File: src/rtl/tdd_ng_sequencer.sv
// Frame-counter based TDD timing sequencer: startup delay, burst-limited or
// free-running frames, resync, and per-channel on/off windows that may wrap.
module tdd_ng_sequencer #(
  parameter int CHANNEL_COUNT     = 8,
  parameter int REGISTER_WIDTH    = 32,
  parameter int BURST_COUNT_WIDTH = 32
) (
  input  logic                                     clk,
  input  logic                                     resetn,
  input  logic                                     enable,
  input  logic                                     sync_int,
  input  logic                                     sync_ext,
  input  logic                                     sync_soft,
  input  logic                                     sync_rst,
  input  logic [BURST_COUNT_WIDTH-1:0]             burst_count,
  input  logic [REGISTER_WIDTH-1:0]                startup_delay,
  input  logic [REGISTER_WIDTH-1:0]                frame_length,
  input  logic [CHANNEL_COUNT-1:0]                 ch_en,
  input  logic [CHANNEL_COUNT-1:0]                 ch_pol,
  input  logic [CHANNEL_COUNT*REGISTER_WIDTH-1:0]  ch_on,
  input  logic [CHANNEL_COUNT*REGISTER_WIDTH-1:0]  ch_off,
  output logic [CHANNEL_COUNT-1:0]                 tdd_channel,
  output logic [1:0]                               tdd_cstate,
  output logic [REGISTER_WIDTH-1:0]                tdd_counter,
  output logic                                     tdd_endof_frame
);

  typedef enum logic [1:0] {
    IDLE    = 2'b00,
    ARMED   = 2'b01,
    WAITING = 2'b10,
    RUNNING = 2'b11
  } state_t;

  localparam logic [REGISTER_WIDTH-1:0]    CNT_ONE   = REGISTER_WIDTH'(1);
  localparam logic [BURST_COUNT_WIDTH-1:0] BURST_ONE = BURST_COUNT_WIDTH'(1);

  state_t                         state;
  state_t                         start_state;
  logic [REGISTER_WIDTH-1:0]      counter;
  logic [BURST_COUNT_WIDTH-1:0]   frames_left;
  logic                           sync_ext_d;
  logic [CHANNEL_COUNT-1:0]       raw;
  logic [CHANNEL_COUNT-1:0]       raw_next;
  logic [CHANNEL_COUNT-1:0]       on_hit;
  logic [CHANNEL_COUNT-1:0]       off_hit;
  logic                           sync_event;
  logic                           restart;
  logic                           end_of_frame;
  logic                           last_frame;
  logic                           wait_done;

  assign sync_event   = (sync_ext & ~sync_ext_d) | sync_soft | (sync_int & (state == ARMED));
  assign restart      = sync_rst & sync_event & ((state == WAITING) | (state == RUNNING));
  assign end_of_frame = (state == RUNNING) && (counter == frame_length);
  // frames_left == 0 means free-running, so only a count of exactly one ends the burst
  assign last_frame   = end_of_frame && (frames_left == BURST_ONE);
  assign wait_done    = (counter == (startup_delay - CNT_ONE));
  assign start_state  = (startup_delay != '0) ? WAITING : RUNNING;

  generate
    for (genvar gi = 0; gi < CHANNEL_COUNT; gi++) begin : g_window
      assign on_hit[gi]  = (counter == ch_on[gi*REGISTER_WIDTH +: REGISTER_WIDTH]);
      assign off_hit[gi] = (counter == ch_off[gi*REGISTER_WIDTH +: REGISTER_WIDTH]);
    end
  endgenerate

  // Raw window state is held across the frame boundary so on > off wraps.
  always_comb begin
    raw_next = '0;
    if (enable && (state == RUNNING) && !restart && !last_frame) begin
      raw_next = (raw | on_hit) & ~off_hit;
    end
  end

  always_ff @(posedge clk or negedge resetn) begin
    if (!resetn) begin
      state       <= IDLE;
      counter     <= '0;
      frames_left <= '0;
      sync_ext_d  <= 1'b0;
    end else begin
      sync_ext_d <= sync_ext;
      if (!enable) begin
        state   <= IDLE;
        counter <= '0;
      end else begin
        case (state)
          IDLE: begin
            state   <= ARMED;
            counter <= '0;
          end
          ARMED: begin
            if (sync_event) begin
              frames_left <= burst_count;
              counter     <= '0;
              state       <= start_state;
            end
          end
          WAITING: begin
            if (restart) begin
              frames_left <= burst_count;
              counter     <= '0;
              state       <= start_state;
            end else if (wait_done) begin
              counter <= '0;
              state   <= RUNNING;
            end else begin
              counter <= counter + CNT_ONE;
            end
          end
          RUNNING: begin
            if (restart) begin
              frames_left <= burst_count;
              counter     <= '0;
              state       <= start_state;
            end else if (end_of_frame) begin
              counter <= '0;
              if (frames_left != '0) begin
                frames_left <= frames_left - BURST_ONE;
              end
              if (last_frame) begin
                state <= IDLE;
              end
            end else begin
              counter <= counter + CNT_ONE;
            end
          end
          default: begin
            state   <= IDLE;
            counter <= '0;
          end
        endcase
      end
    end
  end

  always_ff @(posedge clk or negedge resetn) begin
    if (!resetn) begin
      raw         <= '0;
      tdd_channel <= '0;
    end else begin
      raw         <= raw_next;
      tdd_channel <= (raw_next & ch_en) ^ ch_pol;
    end
  end

  assign tdd_cstate      = state;
  assign tdd_counter     = counter;
  assign tdd_endof_frame = end_of_frame;

endmodule

File: config.mk
export PLATFORM = sky130hd
export DESIGN_NAME = tdd_ng_sequencer
export DESIGN_NICKNAME = d
export VERILOG_FILES = /design/src/rtl/tdd_ng_sequencer.sv
export SDC_FILE = /design/constraint.sdc
export NUM_CORES = 1
export LEC_CHECK = 0
export CAP_MARGIN = 10
export CORE_AREA = 2 2 264 266
export DETAILED_ROUTE_END_ITERATION = 16
export DIE_AREA = 0 0 266 268
export HOLD_SLACK_MARGIN = 0.1
export SLEW_MARGIN = 5
export SYNTH_ARGS = -nofsm -noshare
export SYNTH_HDL_FRONTEND = slang
export SYNTH_SLANG_ARGS = --single-unit
File: constraint.sdc
create_clock -name clk -period 3.9 [get_ports clk]
set_input_delay 0.585 -clock clk [delete_from_list [all_inputs] [get_ports clk]]
set_output_delay 0.585 -clock clk [all_outputs]
set_load 0.02 [all_outputs]
# ---- Word-level counts from Yosys, hierarchy flattened
# Cells that the tools add are included.
dict set report op_classes {
  n_mux 23
  eq_ne 30
  n_bitwise 13
  add_sub_neg 3
  reduce_logical 13
}
# op n
set op_table {}
lappend op_table {{$eq A32 B32 Y1} 18}
lappend op_table {{$mux W32} 11}
lappend op_table {{$pmux W32 S4} 1}
lappend op_table {{$pmux W32 S3} 1}
lappend op_table {{$reduce_bool A32 Y1} 2}
lappend op_table {{$sub A32 B1 Y32 const B} 2}
lappend op_table {{$add A32 B1 Y32 const B} 1}
lappend op_table {{$eq A32 B1 Y1 const B} 1}
lappend op_table {{$and A8 B8 Y8} 2}
lappend op_table {{$mux W2} 7}
lappend op_table {{$ne A4 B4 Y1 const B} 3}
lappend op_table {{$mux W8} 1}
lappend op_table {{$not A8 Y8} 1}
lappend op_table {{$or A8 B8 Y8} 1}
lappend op_table {{$pmux W2 S4} 1}
lappend op_table {{$xor A8 B8 Y8} 1}
lappend op_table {{$ne A3 B3 Y1 const B} 2}
lappend op_table {{$reduce_and A6 Y1} 1}
lappend op_table {{$logic_and A1 B1 Y1} 5}
lappend op_table {{$and A1 B1 Y1} 4}
lappend op_table {{$eq A2 B2 Y1 const B} 2}
lappend op_table {{$ne A2 B2 Y1 const B} 2}
lappend op_table {{$reduce_and A4 Y1} 1}
lappend op_table {{$ne A3 B2 Y1 const B} 1}
lappend op_table {{other kinds (7)} 10}
dict set report totals {
  register_bits 83
  out_inout_bits 43
  inputBits 631
}

# ---- Longest topological paths before layout
# Gate-level depths: netlist of the first run.
dict set report depth {
  depth_word 12
  ltp_mapped 14
}

# ---- Worst setup path before layout of the first run
# OpenSTA, ideal clock, no wires.
dict set report synth_path {
  path_type {input-to-reg}
  start {input port startup_delay[15]}
  end {register counter[11], in the netlist tdd_counter[11]}
  path_buffers 4
  arrival_time_ps 3289
  slack_ps 458
  cell_stages 13
  required_ps 3747
  path_cell_list {buf_2 -> or4_4 -> or4_1 -> buf_2 -> nand2b_4 -> o41ai_1 -> nand4_1 -> nor4_4 -> a31oi_4 -> buf_6 -> buf_6 -> a21oi_2 -> a31oi_1}
}
dict set report synth_via {
  elab_chain_len 6
}
# item line_no
set synth_lines {}
lappend synth_lines {{start: declaration} 16} ;# input logic [REGISTER_WIDTH-1:0] startup_delay,
lappend synth_lines {{$sub A32 B1 Y32} 58} ;# assign wait_done = (counter == (startup_delay - CNT_ONE));
lappend synth_lines {{$eq A32 B32 Y1} 58}
lappend synth_lines {{$mux W32} 105} ;# end else if (wait_done) begin
lappend synth_lines {{$mux W32} 101} ;# if (restart) begin
lappend synth_lines {{$pmux W32 S4} 88} ;# case (state)
lappend synth_lines {{$mux W32} 84} ;# if (!enable) begin
lappend synth_lines {{end signal: assignment} 109} ;# counter <= counter + CNT_ONE;
lappend synth_lines {{end signal: assignment} 126} ;# counter <= counter + CNT_ONE;
lappend synth_lines {{end: declaration} 40} ;# logic [REGISTER_WIDTH-1:0] counter;
# No other way between the ends.
# A chain may end at the register's enable or synchronous reset.

# ---- Final worst setup path of the first run
dict set report layout_path {
  start {input port startup_delay[21]}
  end {register counter[22], in the netlist tdd_counter[22]}
}
# Same word-level chain as after synthesis.

==> run metrics, run 1 <==
slack of the worst reg-to-reg path 0.67 ns; Slew Limit Headroom 34.1%; Worst Setup Path Type in2reg; GRT overflow 0; Port Buffers 673; CTS Buffer Depth 2; FFs w/ async S/R, synth 100%; crit path DAT 3.90 ns; Crit Reg-Reg Startpoint frames_left[19]; status complete, no violations; initial DRC count 1035; CORE AREA 68200 um^2; number of H-tree levels 3; 1st-pass router iterations 5; Max Cap Violations 0; Site Rows 96; worst-path cell chain clkdlybuf4s50_1 > or4_4 > or4b_2 > xor2_1 > o41ai_1 > nand4_1 > nor4_4 > a31oi_4 > buf_12 > a41oi_1 > a31oi_1; Sw Pwr 1.46 mW; vias per std cell 4.69; WL/cell 28.0 um; Final Util 30.0%; DIE WIDTH 266 um; antenna violations before repair 19; Worst Setup SP startup_delay[21]; Fin Setup TNS 0 ns; worst reg2reg path depth 9; Area growth syn-to-layout 72.7%; count of unique library cells instantiated by Yosys 61; RSZ-0062 raised after global routing false; final hold vios 0; Hold-fix buffers, CTS 0; crit path max fanout 54; final hold slack 0.367 ns; most instantiated library cell after synthesis xnor2_1; setup ws final 0.211 ns; CP Capture Point tdd_counter[22]; CTS tree built; post-synthesis net count 2108; clk_lat worst skew 0.39 ns; kind of end point of the critical path flip-flop; post-route ant nets 0; Die H 268 um; Post-Place Cell Area 20100 um^2; HP Class in2async; Post-CTS Setup Inserts 0; Detailed Place HPWL 68.2 mm; EDFF count, synth 0; sequential cell area fraction in the yosys report 17.5%; clk root buf clkbuf_16; Clock Pin Slew Worst Setup and Hold Paths 0.07 ns; Mapped Area 11800 um^2; synthesis-stage register bit count 83; global-route wire length before repair 112 mm; Boundary Pins 674; Internal 2.66 mW; clk sinks 83; placed cells 3014; Power Total 4.11 mW; Final Non-Filler Cells 3033; startpoint types input port; sequential power share 30.1%; Final nets 2778; TritonCTS Buffers 9; Comb power frac 46.8%; layout cell share with drive strength beyond 1 8.10%; fin crit share 94.6%; Starting Density 17.3%; drt total wl 84.9 mm; Yosys top cell by area xnor2_1; Vias 14228; top achievable clock speed 0.271 GHz; largest cells by area after synthesis xnor2_1, dfrtp_1, nand4_1; post-synth top area share 41.5%; Worst VDD drop 0.208 mV; Final Max Tran Viols 0; Sw Share 35.4%; Synth Instances 1473; CP required 4.12 ns; final RePlAce weighted congestion 0.927; fin area 20400 um^2; top_reg_cell synth dfrtp_1; Die ar. 71300 um^2; synth warn 0; pin count of the biggest net entering global routing 65; Post-CTS Resized 0; Clock Skew 0.0168 ns; critical path's largest stage delay 0.70 ns; vias in the first global route 14197; Post-synth top cells xnor2_1, nand4_1, dfrtp_1; Total GRT Usage 22.8%; DRC viols 0; P_leak 6.39 nW; Worst Setup Slack post-DPL -0.124 ns; Final setup violation count 0; clock network power share 23.1%; min cycle time layout 3.69 ns; worst-margin pin slew 0.989 ns; slowest CP cell or4b_2; r2r endpoint frames_left[31]; average size of a mapped cell 8.03 um^2; Pwr Density 201 nW/um^2
## worst max-delay path, delay by kind of cell
family,cells,cell delay [ns]
simple gates,4,1.71
compound gates,4,0.73
buf+inv,2,0.65
xor+xnor,1,0.19
## cell families (layout without fill, tap and decap cells)
| family | Yosys count | after routing | share of synthesized area, % |
|---|---|---|---|
| flops | 83 | 83 | 17.5 |
| xor+xnor | 606 | 606 | 44.8 |
| mux | 4 | 4 | 0.349 |
| fa+ha+maj | 4 | 4 | 0.423 |
| compound gates | 206 | 206 | 11.3 |
| simple gates | 434 | 434 | 20.9 |
| buf+inv | 136 | 810 | 4.67 |
| other cells | 0 | 4 | 0 |
## power groups by stage
stage          logic [mW]  registers [mW]  clock network, mW
3_5_place_dp         1.91            1.25                  0
2_1_floorplan       0.886            1.20                  0
6_report             1.92            1.24              0.951
4_1_cts              1.92            1.23              0.984
5_1_grt              2.07            1.27               1.01
3_3_place_gp         1.90            1.25                  0
## state kept, by name (all words and copies together), names as in the netlist
name,cells
tdd_counter,32
sync_ext_d,1
tdd_channel,8
frames_left,32
tdd_cstate,2
raw,8
## layout by cell type (no fill, tap or decap), types with 27 or more instances in the layout
cell type        instances
a21oi_1                 55
a31oi_1                 29
buf_4                   95
clkdlybuf4s50_1        672
dfrtp_1                 51
dfrtp_2                 32
nand2_1                 39
nand4_1                140
nor2_1                  71
nor3_1                  27
nor4_1                  58
o21ai_0                 40
xnor2_1                561
xor2_1                  45
## layout make-up
type                            count  area, um^2
Fill cell                        7366       47800
Multi-Input combinational cell   1254        9230
Timing Repair Buffer              775        7600
Sequential cell                    83        2120
Tap cell                          882        1100
Clock buffer                       10         239
Inverter                           20        75.1
Clock inverter                      5        61.3
Antenna cell                        4        10.0
## routing by layer
metal,track usage [%],share of wire [%]
met5,0,0.054
met4,8.09,3.4
met3,5.49,8.3
met2,38.7,48
met1,28.1,40
## how the worst min path moves through the flow
| stage | slack (ns) | depth (start not counted) | end |
|---|---|---|---|
| floorplan | 0.29 | 0 | frames_left[0] |
| global placement | 0.50 | 2 | frames_left[11] |
| detailed placement | 0.51 | 2 | frames_left[11] |
| CTS | 0.39 | 1 | frames_left[0] |
| global route | 0.42 | 1 | tdd_counter[25] |
| finish | 0.37 | 1 | tdd_cstate[0] |
Note: power is estimated with default switching activity, not from simulation.
==> run 2: changes to the inputs <==
- clock period: 3.9 -> 4.2 ns (I/O delays scaled with it)
==> run 2 against run 1 <==
  * Sequential power down 6%
  * Register-to-register slack gained 0.23 ns
  * First-iteration DRC count is 14% lower
  * Cell count down 0.26%
  * Sequential share of layout area rose by 0.057 points
  * Clock power down 8.9%
  * Highest routed layer unchanged
  * Via count down 1.3%
  * Combinational power fell by 7%
  * Global-route usage hardly changed
  * Critical path type is now reg2out
  * Worst hold slack worse by 0.045 ns
  * Flip-flop and latch count unchanged
==> run metrics, run 2 (same netlist as run 1, synthesis figures left out) <==
status complete, no violations (unchanged); Port Buffers 673 (unchanged); vias in the first global route 13884 (was 14197); Hold-fix buffers, CTS 0 (unchanged); P_leak 6.31 nW (was 6.39 nW); initial DRC count 887 (was 1035); Area growth syn-to-layout 71.8% (was 72.7%); most frequent cells in the layout clkdlybuf4s50_1, xnor2_1, nand4_1 (unchanged); commonest non-fill, non-tap cell in the layout clkdlybuf4s50_1 (unchanged); Worst VDD drop 0.207 mV (was 0.208 mV); Max Cap Violations 0 (unchanged); RSZ-0062 raised after global routing false (unchanged); startpoint types flip-flop (was input port); clk_lat worst skew 0.38 ns (was 0.39 ns); fin area 20300 um^2 (was 20400 um^2); Clock Pin Slew Worst Setup and Hold Paths 0.07 ns (about the same); clk root buf clkbuf_16 (unchanged); Crit path max-delay family simple AND/OR/NAND/NOR gates (unchanged); crit path max fanout 11 (was 54); CP required 3.57 ns (was 4.12 ns); Vias 14036 (was 14228); CORE AREA 68200 um^2 (unchanged); Slew Limit Headroom 38.3% (was 34.1%); Starting Density 17.3% (unchanged); TritonCTS Buffers 9 (unchanged); Post-CTS Resized 0 (unchanged); pin count of the biggest net entering global routing 63 (was 65); Post-CTS Setup Inserts 0 (unchanged); crit path DAT 3.19 ns (was 3.90 ns); Total GRT Usage 22.9% (was 22.8%); Final nets 2765 (was 2778); placed cells 3001 (was 3014); Buf/Inv on CP 1 (was 2); fin crit share 91.0%; post-route ant nets 0 (unchanged); final hold slack 0.323 ns (was 0.367 ns); Final Util 29.8% (was 30.0%); Post-Place Cell Area 20000 um^2 (was 20100 um^2); Clock Skew 0.0138 ns (was 0.0168 ns); Final Non-Filler Cells 3025 (was 3033); drt total wl 85.0 mm (was 84.9 mm); antenna violations before repair 12 (was 19); Fin Setup TNS 0 ns (unchanged); critical path's largest stage delay 0.76 ns (was 0.70 ns); DRC viols 0 (unchanged); Worst Setup Path Type reg2out (was in2reg); number of H-tree levels 3 (unchanged); CTS Buffer Depth 2 (unchanged); Die H 268 um (unchanged); CTS tree built (unchanged); Final setup violation count 0 (unchanged); worst-margin pin slew 0.923 ns (was 0.989 ns); setup ws final 0.377 ns (was 0.211 ns); Power Total 3.80 mW (was 4.11 mW); GRT overflow 0 (unchanged); Detailed Place HPWL 68.6 mm (was 68.2 mm); min cycle time layout 3.82 ns; 1st-pass router iterations 5 (unchanged); kind of end point of the critical path primary output (was flip-flop); clk sinks 83 (unchanged); Crit path top cell by count nor2_1; worst-path cell chain xor2_1 > nor4_1 > nand4_1 > nor2_1 > nand2_1 > nor2_1 > clkdlybuf4s50_1 (was clkdlybuf4s50_1 > or4_4 > or4b_2 > xor2_1 > o41ai_1 > nand4_1 > nor4_4 > a31oi_4 > buf_12 > a41oi_1 > a31oi_1); DIE WIDTH 266 um (unchanged); Pwr Density 187 nW/um^2 (was 201 nW/um^2); HP Class in2async (unchanged); top achievable clock speed 0.262 GHz; vias per std cell 4.64 (was 4.69); slowest CP cell dfrtp_2 (was or4b_2); Site Rows 96 (unchanged); layout cell share with drive strength beyond 1 7.59% (was 8.10%); final hold vios 0 (unchanged); Boundary Pins 674 (unchanged); WL/cell 28.1 um (was 28.0 um); Die ar. 71300 um^2 (unchanged); global-route wire length before repair 111 mm (was 112 mm); Final Max Tran Viols 0 (unchanged); final RePlAce weighted congestion 0.921 (was 0.927); Worst Setup Slack post-DPL 0.0788 ns (was -0.124 ns)
==> run 2: changes by cell type in the layout (fill, tap and decap cells not counted) <==
cell        before  now
buf_4           95   84
diode_2          4    8
buf_12           8    6
clkinvlp_4       0    2
clkbuf_8         1    0
==> run 2: metal layers <==
layer | vias up | GRT usage, % | part of all wire (%)
li1 | 6485 | - | -
met1 | 6731 | 28.3 | 42
met2 | 714 | 39.6 | 49
met3 | 104 | 5.05 | 6.9
met4 | 2 | 6.62 | 2.5
met5 | - | 0 | 0.014
==> run 2: final cells by class <==
type                    count  area (um^2)
clock inverters             7         76.3
fillers                  7337        47900
diodes                      8         20.0
multi-input cells        1254         9230
inverters                  20         75.1
repair buffers            762         7480
flip-flops and latches     83         2120
clock buffers               9          225
well taps                 882         1100
==> run 2: worst paths after layout <==
check	cells past startpoint	to	startpoint	slack, ns
worst max-delay path	7	tdd_endof_frame	tdd_counter[24]	0.38
worst min-delay path	1	frames_left[21]	resetn	0.32
worst max register to register	9	frames_left[31]	frames_left[19]	0.90
worst min register to register	2	frames_left[11]	frames_left[11]	0.53
max in group asynchronous	2	tdd_counter[23]	resetn	2.88
min in group clk	2	frames_left[11]	frames_left[11]	0.53
==> run 2: power by group <==
group	internal [mW]	switching, mW
registers	0.962	0.194
clock network	0.464	0.402
logic	1.02	0.758
total	2.44	1.35
